## src/rtl/dmem_pkg.sv

```systemverilog
// Shared types and constants for the data-memory access unit.
// Covers request sizes, memory-manager byte-mode codes and FSM states.
package dmem_pkg;

    typedef enum logic [1:0] {
        SZ_BYTE = 2'b00,
        SZ_HALF = 2'b01,
        SZ_WORD = 2'b10,
        SZ_RSVD = 2'b11
    } size_t;

    typedef enum logic [2:0] {
        IDLE,
        ST_ISSUE,
        ST_HI,
        LD_ADDR,
        LD_WAIT,
        RESP
    } state_t;

    localparam logic [31:0] BM_WORD = 32'd0;
    localparam logic [31:0] BM_BYTE = 32'd1;

    // A request is bad if it is misaligned for its size or uses the reserved size.
    function automatic logic req_is_bad(input size_t size, input logic [1:0] lo);
        case (size)
            SZ_BYTE: req_is_bad = 1'b0;
            SZ_HALF: req_is_bad = lo[0];
            SZ_WORD: req_is_bad = (lo != 2'b00);
            default: req_is_bad = 1'b1;
        endcase
    endfunction

endpackage

```

## src/rtl/load_extract.sv

```systemverilog
// Little-endian lane selection plus sign/zero extension of a read word.
// Purely combinational; the caller supplies the low address bits and size.
module load_extract
    import dmem_pkg::*;
(
    input  logic [31:0] i_word,
    input  logic [1:0]  i_lane,
    input  size_t       i_size,
    input  logic        i_signed,
    output logic [31:0] o_data
);

    logic [7:0]  w_byte;
    logic [15:0] w_half;

    always_comb begin
        w_byte = i_word[{i_lane, 3'b000} +: 8];
        w_half = i_lane[1] ? i_word[31:16] : i_word[15:0];
        case (i_size)
            SZ_BYTE: o_data = {{24{i_signed & w_byte[7]}}, w_byte};
            SZ_HALF: o_data = {{16{i_signed & w_half[15]}}, w_half};
            default: o_data = i_word;
        endcase
    end

endmodule

```

## src/rtl/dmem_access_unit.sv

```systemverilog
// MEM-stage initiator for the banked data memory: one request at a time,
// halfword stores split into two byte writes, loads wait out the RAM latency.
module dmem_access_unit
    import dmem_pkg::*;
#(
    parameter int READ_LATENCY = 1,
    parameter int ADDR_W       = 32
) (
    input  logic              CLK,
    input  logic              RST,
    input  logic              req_valid_i,
    output logic              req_ready_o,
    input  logic [ADDR_W-1:0] req_addr_i,
    input  logic [31:0]       req_wdata_i,
    input  logic              req_we_i,
    input  logic [1:0]        req_size_i,
    input  logic              req_signed_i,
    output logic              rsp_valid_o,
    output logic [31:0]       rsp_rdata_o,
    output logic              rsp_err_o,
    output logic [ADDR_W-1:0] mem_address_o,
    output logic [31:0]       mem_data_o,
    output logic              mem_wren_o,
    output logic [31:0]       mem_byte_mode_o,
    input  logic [31:0]       mem_data_i
);

    state_t            r_state;
    logic [ADDR_W-1:0] r_addr;
    logic [31:0]       r_wdata;
    size_t             r_size;
    logic              r_signed;
    logic [1:0]        r_lat_cnt;
    logic [31:0]       w_ld_data;
    size_t             w_req_size;

    assign req_ready_o = (r_state == IDLE);
    assign w_req_size  = size_t'(req_size_i);

    load_extract u_extract (
        .i_word   (mem_data_i),
        .i_lane   (r_addr[1:0]),
        .i_size   (r_size),
        .i_signed (r_signed),
        .o_data   (w_ld_data)
    );

    always_ff @(posedge CLK) begin
        if (RST) begin
            r_state         <= IDLE;
            r_addr          <= '0;
            r_wdata         <= '0;
            r_size          <= SZ_BYTE;
            r_signed        <= 1'b0;
            r_lat_cnt       <= '0;
            rsp_valid_o     <= 1'b0;
            rsp_rdata_o     <= '0;
            rsp_err_o       <= 1'b0;
            mem_address_o   <= '0;
            mem_data_o      <= '0;
            mem_wren_o      <= 1'b0;
            mem_byte_mode_o <= BM_WORD;
        end else begin
            case (r_state)
                IDLE: begin
                    if (req_valid_i) begin
                        r_addr   <= req_addr_i;
                        r_wdata  <= req_wdata_i;
                        r_size   <= w_req_size;
                        r_signed <= req_signed_i;
                        if (req_is_bad(w_req_size, req_addr_i[1:0])) begin
                            rsp_valid_o <= 1'b1;
                            rsp_err_o   <= 1'b1;
                            rsp_rdata_o <= '0;
                            r_state     <= RESP;
                        end else if (req_we_i) begin
                            mem_wren_o    <= 1'b1;
                            mem_address_o <= req_addr_i;
                            if (w_req_size == SZ_WORD) begin
                                mem_data_o      <= req_wdata_i;
                                mem_byte_mode_o <= BM_WORD;
                            end else begin
                                mem_data_o      <= {24'b0, req_wdata_i[7:0]};
                                mem_byte_mode_o <= BM_BYTE;
                            end
                            r_state <= ST_ISSUE;
                        end else begin
                            mem_address_o   <= {req_addr_i[ADDR_W-1:2], 2'b00};
                            mem_byte_mode_o <= BM_WORD;
                            r_state         <= LD_ADDR;
                        end
                    end
                end
                ST_ISSUE: begin
                    if (r_size == SZ_HALF) begin
                        // Half-aligned, so +1 never leaves the word or the bank.
                        mem_address_o <= r_addr + ADDR_W'(1);
                        mem_data_o    <= {24'b0, r_wdata[15:8]};
                        r_state       <= ST_HI;
                    end else begin
                        mem_wren_o  <= 1'b0;
                        rsp_valid_o <= 1'b1;
                        rsp_err_o   <= 1'b0;
                        rsp_rdata_o <= '0;
                        r_state     <= RESP;
                    end
                end
                ST_HI: begin
                    mem_wren_o  <= 1'b0;
                    rsp_valid_o <= 1'b1;
                    rsp_err_o   <= 1'b0;
                    rsp_rdata_o <= '0;
                    r_state     <= RESP;
                end
                LD_ADDR: begin
                    r_lat_cnt <= 2'(READ_LATENCY);
                    r_state   <= LD_WAIT;
                end
                LD_WAIT: begin
                    // Data is captured on the edge where the count reaches zero.
                    if (r_lat_cnt == 2'd1) begin
                        r_lat_cnt   <= '0;
                        rsp_rdata_o <= w_ld_data;
                        rsp_valid_o <= 1'b1;
                        rsp_err_o   <= 1'b0;
                        r_state     <= RESP;
                    end else begin
                        r_lat_cnt <= r_lat_cnt - 2'd1;
                    end
                end
                RESP: begin
                    rsp_valid_o <= 1'b0;
                    rsp_err_o   <= 1'b0;
                    rsp_rdata_o <= '0;
                    r_state     <= IDLE;
                end
                default: r_state <= IDLE;
            endcase
        end
    end

endmodule
```

## config.mk

```make
export PLATFORM = sky130hd
export DESIGN_NAME = dmem_access_unit
export DESIGN_NICKNAME = d
export VERILOG_FILES = /design/src/rtl/dmem_pkg.sv /design/src/rtl/load_extract.sv /design/src/rtl/dmem_access_unit.sv
export SDC_FILE = /design/constraint.sdc
export NUM_CORES = 1
export LEC_CHECK = 0
export CAP_MARGIN = 20
export CORE_MARGIN = 4
export CORE_UTILIZATION = 30
export DETAILED_ROUTE_END_ITERATION = 16
export DONT_BUFFER_PORTS = 1
export GPL_TIMING_DRIVEN = 0
export PLACE_DENSITY = 0.53
export SYNTH_ARGS = -nofsm -noshare
export SYNTH_HDL_FRONTEND = slang
export SYNTH_HIERARCHICAL = 1
export SYNTH_SLANG_ARGS = --single-unit
```

## constraint.sdc

```tcl
create_clock -name CLK -period 2.8 [get_ports CLK]
set_clock_uncertainty 0.1 [all_clocks]
set_input_delay 0.7 -clock CLK [delete_from_list [all_inputs] [get_ports CLK]]
set_output_delay 0.7 -clock CLK [all_outputs]
set_load 0.02 [all_outputs]
```

==> results of run 1 <==
## worst max-delay path: cells and delay by family (launching register included)
family / cells / cell delay [ps]
adder cells (fa/ha/maj): 1 / 270
multiplexers: 1 / 370
flip-flops: 1 / 500
AO/OA/AOI/OAI: 1 / 470
AND/OR/NAND/NOR: 3 / 770
## through the flow
step	hold slack (ps)	worst slack [ps]
2_1_floorplan	336.6	532.6
3_3_place_gp	344.9	-27.18
3_5_place_dp	348.9	-21.82
4_1_cts	274.4	61.28
5_1_grt	273.1	31.45
6_report	287.4	193.6
## what timing repair did
action	CTS	global route
pin swaps	0	0
setup endpoints to repair	1	16
gates resized for setup	1	3
## layout by cell type, fill, tap and decap left out, drive strengths merged, types with 3 or more instances in the layout
master / Yosys / layout
a211o: 10 / 10
o21ai: 42 / 42
a2111oi: 3 / 3
xor2: 7 / 7
nand3: 50 / 50
a22o: 35 / 35
nand2: 229 / 229
nor2b: 5 / 5
dfxtp: 148 / 148
nand4: 11 / 11
o211ai: 11 / 11
a311oi: 10 / 10
nor4b: 3 / 3
clkbuf: 43 / 63
and2: 3 / 3
nor2: 51 / 51
inv: 12 / 16
or3: 3 / 3
a221o: 9 / 9
clkinvlp: 0 / 4
nor3: 20 / 20
a22oi: 7 / 7
o22ai: 6 / 6
nand2b: 12 / 12
conb: 1 / 31
nor4: 9 / 9
a21oi: 79 / 79
buf: 52 / 52
or2: 3 / 3
xnor2: 19 / 19
bufinv: 0 / 3
## kinds of logic after synthesis
family,count (synthesis),synth area share
AND/OR/NAND/NOR,408,0.2611
AO/OA/AOI/OAI,229,0.2118
flip-flops,148,0.4110
buffers and inverters,107,0.07447
XOR/XNOR,26,0.03159
multiplexers,3,0.006075
adder cells (fa/ha/maj),2,0.003471
other,1,0.0005202
## layer usage
layer,vias to the layer above,part of all wire
met2,230,0.47
li1,3273,-
met3,28,0.11
met1,3051,0.41
met4,0,0.020
met5,-,0
## cell type report
class	count	area share
Multi-Input combinational cell	699	0.4585
Sequential cell	148	0.3539
Buffer	95	0.05871
Clock buffer	20	0.05572
Tap cell	319	0.04765
Clock inverter	12	0.02017
Inverter	12	0.005378
## sequential cells by signal (all words and copies together), names as in the netlist
register         flops
mem_byte_mode_o      1
r_signed             1
r_lat_cnt            2
mem_wren_o           1
r_wdata              8
mem_address_o       32
rsp_rdata_o         32
r_state              3
r_addr              32
mem_data_o          32
rsp_valid_o          1
r_size               2
rsp_err_o            1
## Yosys cell counts, types with 4 or more instances
cell / instances
nand2_1: 229
dfxtp_1: 148
a21oi_1: 78
nor2_1: 48
nand3_1: 47
clkbuf_1: 43
a22o_1: 35
buf_4: 31
o21ai_0: 29
xnor2_1: 19
nor3_1: 18
buf_2: 15
nand2b_1: 12
o21ai_1: 12
a211o_1: 10
a311oi_1: 10
inv_1: 10
nand4_1: 10
o211ai_1: 10
a221o_1: 9
a22oi_1: 7
xor2_1: 7
buf_1: 6
o22ai_1: 6
nor2b_1: 5
nor4_1: 4
## final timing paths
| check | start | endpoint | slack (ps) | cells past startpoint |
|---|---|---|---|---|
| max | r_addr[1]$_SDFFE_PP0P_ | mem_address_o[16]$_SDFFE_PP0P_ | 190 | 6 |
| min | req_addr_i[20] | mem_address_o[20]$_SDFFE_PP0P_ | 290 | 2 |
| max reg2reg | r_addr[1]$_SDFFE_PP0P_ | mem_address_o[16]$_SDFFE_PP0P_ | 190 | 6 |
| min reg2reg | r_signed$_SDFFE_PP0P_ | r_signed$_SDFFE_PP0P_ | 360 | 2 |
## power by group through the flow
stage          Clock (mW)  Combinational [mW]  Sequential, mW
2_1_floorplan           0               0.994            2.56
3_3_place_gp            0                1.30            2.62
3_5_place_dp            0                1.31            2.62
4_1_cts              2.54                1.31            2.57
5_1_grt              2.63                1.47            2.60
6_report             2.49                1.31            2.57
==> flow_summary_export.csv, run 1 <==
group,metric,value,unit
grt,antenna_found_initial,1,
synth,yosysSeqAreaShare,0.4110,
finish,stdcell_count,1305,
worst_setup_path,path_class,"register to register",
pwr,intPower,4.219,mW
finish,multiInputGateArea,3840,sq um
finish,final_nets,1078,
detailed_routing,wl,24.06,mm
pwr,clkPwrFrac,0.391,
cts,insertion_delay,430,ps
finish,drive_above_1_share,0.1085,
timing,relSlewSlack,0.4001,
synth,synthDistinctLibCells,68,
synth,synth_cells,924,
timing,finalCritPeriodShare,0.9309,
placement,placed_cell_area,7720,sq um
timing,setup-tns-final,0,ps
synth,synth_edf_count,0,
status,outcome,"finished clean",
floorplan,rows,56,
synth,synth_area,7208,sq um
cts,cts_sinks,148,
cts,clock_path_buffers,2,
detailed_routing,drcViolationCount,0,
timing,worst_pin_slew,897.9,ps
worst_setup_path,critPathMaxStageDelay,500,ps
finish,fillers,2533,
floorplan,initial_core_util,0.3062,
detailed_routing,ant_nets,0,
floorplan,core,23540,sq um
synth,ys.flop_type,"dfxtp_1",
flow_run,cap_violations,0,
timing,setup_viol,0,
grt,grt_pass1_wl,36.25,mm
floorplan,fp.dieH,163.0,um
placement,gp_congestion,0.8638,
pwr,power,6.371,mW
worst_setup_path,crit_path_start_kind,"register",
detailed_routing,vias,6582,
timing,hold_viol,0,
grt,grt_usage,0.1763,
cts,postCtsHoldBufs,0,
floorplan,io_pins,235,
floorplan,die_w,163.0,um
timing,rsz0062_at_grt,"no",
synth,synth.avg_cell_area,7.801,sq um
grt,top_usage_layer,"met2",
finish,final_util,0.3558,
pwr,vdd_drop_max,0.0003562,V
timing,max_freq,383.7,MHz
grt,grt_pass1_vias,6175,
cts,postCtsSetupBuffers,0,
grt,grt.met2_usage,0.2855,
synth,synthTopCellsByArea,"dfxtp_1, nand2_1, a21oi_1",
finish,stdcell_area,8376,sq um
worst_setup_path,crit_path_end_kind,"register",
placement,hpwl,18.42,mm
worst_setup_path,crit_path_cell_trace,"ha_1 > nand3_2 > nor4_4 > mux2_2 > a2111oi_0 > nor2_1",
grt,use_met1,0.2073,
placement,port-buffer-count,0,
grt,grt-ovfl-total,0,
detailed_routing,vias_per_cell,5.044,
pwr,comb_power_share,0.205,
detailed_routing,drt_iter0_markers,402,
worst_setup_path,required,3000,ps
finish,diodes,0,
pwr,p_sw,2.152,mW
synth,synth_top_area_frac,0.4110,
grt,grt_max_degree,17,
cts,path_clk_slew,70,ps
synth,synth-seq-cells,148,
worst_setup_path,critPathMaxFanout,8,
finish,regArea,2964,sq um
placement,dp_cells,1273,
finish,syn2layout_area_growth,16.20,%
cts,cts_tree,"yes",
worst_setup_path,critPathSlowestCell,"dfxtp_1",
detailed_routing,drt-wirelength-per-cell,18.43,um
worst_setup_path,arrival,2810,ps
floorplan,die_area,26570,sq um
grt,met3_usage,0.07973,
synth,yosys_warnings,6,
cts,cts_inserted_buffers,17,
timing,layout_min_cycle_time,2606,ps
pwr,leakagePower,3.057,nW
pwr,switching_share,0.3377,
cts,htreeDepth,4,
timing,slew_violations,0,
pwr,p_seq_frac,0.404,
synth,yosysTopAreaCell,"dfxtp_1",
synth,ys_async_sr_fraction,0,
pwr,power_density,760.6,nW/um^2
hold_path,hp-class,"input pin to register",
detailed_routing,drt_first_pass_iters,5,
cts,cts-root-buf,"clkbuf_16",
Power figures use the tool's default switching activity.
==> inputs of run 2 (changes only) <==
CORE_UTILIZATION = 35   (was 30)
PLACE_DENSITY = 0.58   (was 0.53)
==> run 2 against run 1 <==
  * Via count is 0.53% higher
  * Cell area is 0.88% lower
  * Combinational power hardly changed
  * Setup slack better by 65 ps
  * Final cell count is 3.8% lower
  * Critical endpoint unchanged
==> flow_summary_export.csv, run 2 (synthesis results as in run 1) <==
group,metric,value,unit
pwr,leakagePower,3.058,nW
pwr,vdd_drop_max,0.0003623,V
placement,gp_congestion,0.8796,
worst_setup_path,critPathMaxFanout,8,
status,outcome,"finished clean",
detailed_routing,drt-wirelength-per-cell,18.75,um
detailed_routing,vias,6617,
timing,finalCritPeriodShare,0.9078,
worst_setup_path,critPathMaxStageDelay,500,ps
finish,drive_above_1_share,0.1025,
grt,grt_usage,0.1967,
timing,slew_violations,0,
grt,grt_pass1_wl,34.87,mm
worst_setup_path,cp_top_family,"simple AND/OR/NAND/NOR gates",
worst_setup_path,required,2990,ps
finish,diodes,0,
floorplan,rows,52,
floorplan,io_pins,235,
finish,fillers,2091,
detailed_routing,drt_first_pass_iters,5,
timing,max_freq,393.4,MHz
grt,top_usage_layer,"met2",
worst_setup_path,r2r_slack,260,ps
placement,port-buffer-count,0,
timing,layout_min_cycle_time,2542,ps
timing,worst_pin_slew,774.1,ps
placement,place_ws,-37.46,ps
finish,stdcell_count,1255,
finish,final_common_cell,"nand2_1",
worst_setup_path,crit_path_start_kind,"register",
floorplan,die_area,22960,sq um
detailed_routing,vias_per_cell,5.273,
finish,syn2layout_area_growth,15.17,%
grt,grt_pass1_vias,6155,
worst_setup_path,path_class,"register to register",
cts,cts_inserted_buffers,17,
cts,clock_path_buffers,2,
floorplan,die_w,151.5,um
worst_setup_path,crit_path_cell_trace,"ha_1 > nand3_2 > nor4_4 > mux2_2 > a2111oi_1 > nor2_1",
grt,grt.met2_usage,0.3259,
cts,cts-root-buf,"clkbuf_16",
cts,cts_tree,"yes",
floorplan,initial_core_util,0.3562,
cts,htreeDepth,4,
timing,setup-tns-final,0,ps
grt,grt-ovfl-total,0,
placement,hpwl,17.81,mm
timing,hold_viol,0,
placement,dp_cells,1224,
timing,setup_slack,258.2,ps
finish,final_nets,1078,
cts,postCtsSetupBuffers,0,
pwr,power_density,766.2,nW/um^2
grt,grt_max_degree,17,
cts,insertion_delay,420,ps
grt,use_met1,0.2308,
worst_setup_path,critPathSlowestCell,"dfxtp_1",
detailed_routing,ant_nets,0,
finish,final_util,0.4103,
finish,final_cell_mix,"nand2_1, dfxtp_1, a21oi_1",
flow_run,cap_violations,0,
detailed_routing,drt_iter0_markers,325,
detailed_routing,drcViolationCount,0,
worst_setup_path,critPathBufInv,0,
worst_setup_path,arrival,2740,ps
detailed_routing,wl,23.53,mm
worst_setup_path,crit_path_end_kind,"register",
hold_path,hp-class,"input pin to register",
grt,antenna_found_initial,0,
timing,holdWs,311.2,ps
cts,cts_sinks,148,
floorplan,core,20230,sq um
timing,relSlewSlack,0.4800,
timing,setup_viol,0,
floorplan,fp.dieH,151.5,um
timing,rsz0062_at_grt,"no",
cts,path_clk_slew,60,ps
grt,met3_usage,0.08775,
## run 2: cell count changes in the layout (fill, tap and decap cells not counted), sizes merged
cell      previous run  this run
clkinvlp             4         1
bufinv               3         4
inv                 16        13
clkbuf              63        67
## run 2: what timing repair did
action                                  4_1_cts  5_1_grt
endpoints found under the hold margin         0        0
hold buffers                                  0        0
gates resized for setup                       1        3
endpoints found under the setup margin        1       16
## run 2: layout make-up
cell class / instances / area, sq um / area share
plain buffers: 95 / 491.7 / 0.05923
clock buffers: 24 / 481.7 / 0.05803
clock inverters: 7 / 145.1 / 0.01748
inverters: 12 / 45.04 / 0.005426
multi-input cells: 699 / 3836 / 0.4621
flip-flops and latches: 148 / 2964 / 0.3570
well taps: 270 / 337.8 / 0.04069
## run 2: power breakdown
group,switching (mW),internal [mW],total [mW]
combinational,0.876,0.439,1.31
clock,0.909,1.57,2.47
sequential,0.284,2.29,2.57
total,2.07,4.29,6.36
## run 2: metrics by stage
step / area, sq um / total power, mW
floorplan: 7321 / 3.549
global route: 8302 / 6.677
global placement: 7659 / 3.907
detailed placement: 7659 / 3.919
CTS: 8294 / 6.392
finish: 8302 / 6.361
## run 2: path summary, 6_finish.rpt
| check | start | to | depth (start not counted) |
|---|---|---|---|
| min reg2reg | r_wdata[9]$_SDFFE_PP0P_ | r_wdata[9]$_SDFFE_PP0P_ | 2 |
| max reg2reg | r_addr[1]$_SDFFE_PP0P_ | mem_address_o[16]$_SDFFE_PP0P_ | 6 |
| max | r_addr[1]$_SDFFE_PP0P_ | mem_address_o[16]$_SDFFE_PP0P_ | 6 |
| min | req_addr_i[20] | mem_address_o[20]$_SDFFE_PP0P_ | 2 |
## run 2: layer usage
| metal | vias to the layer above | part of all wire |
|---|---|---|
| li1 | 3280 | - |
| met1 | 3056 | 0.40 |
| met2 | 251 | 0.46 |
| met3 | 30 | 0.12 |
| met4 | 0 | 0.020 |
| met5 | - | 0 |
## run 2: worst register-to-register path, stage by stage, from the launching register on
cell	delay [ps]
dfxtp_1	500
ha_1	270
nand3_2	230
nor4_4	460
mux2_2	380
a2111oi_1	410
nor2_1	90
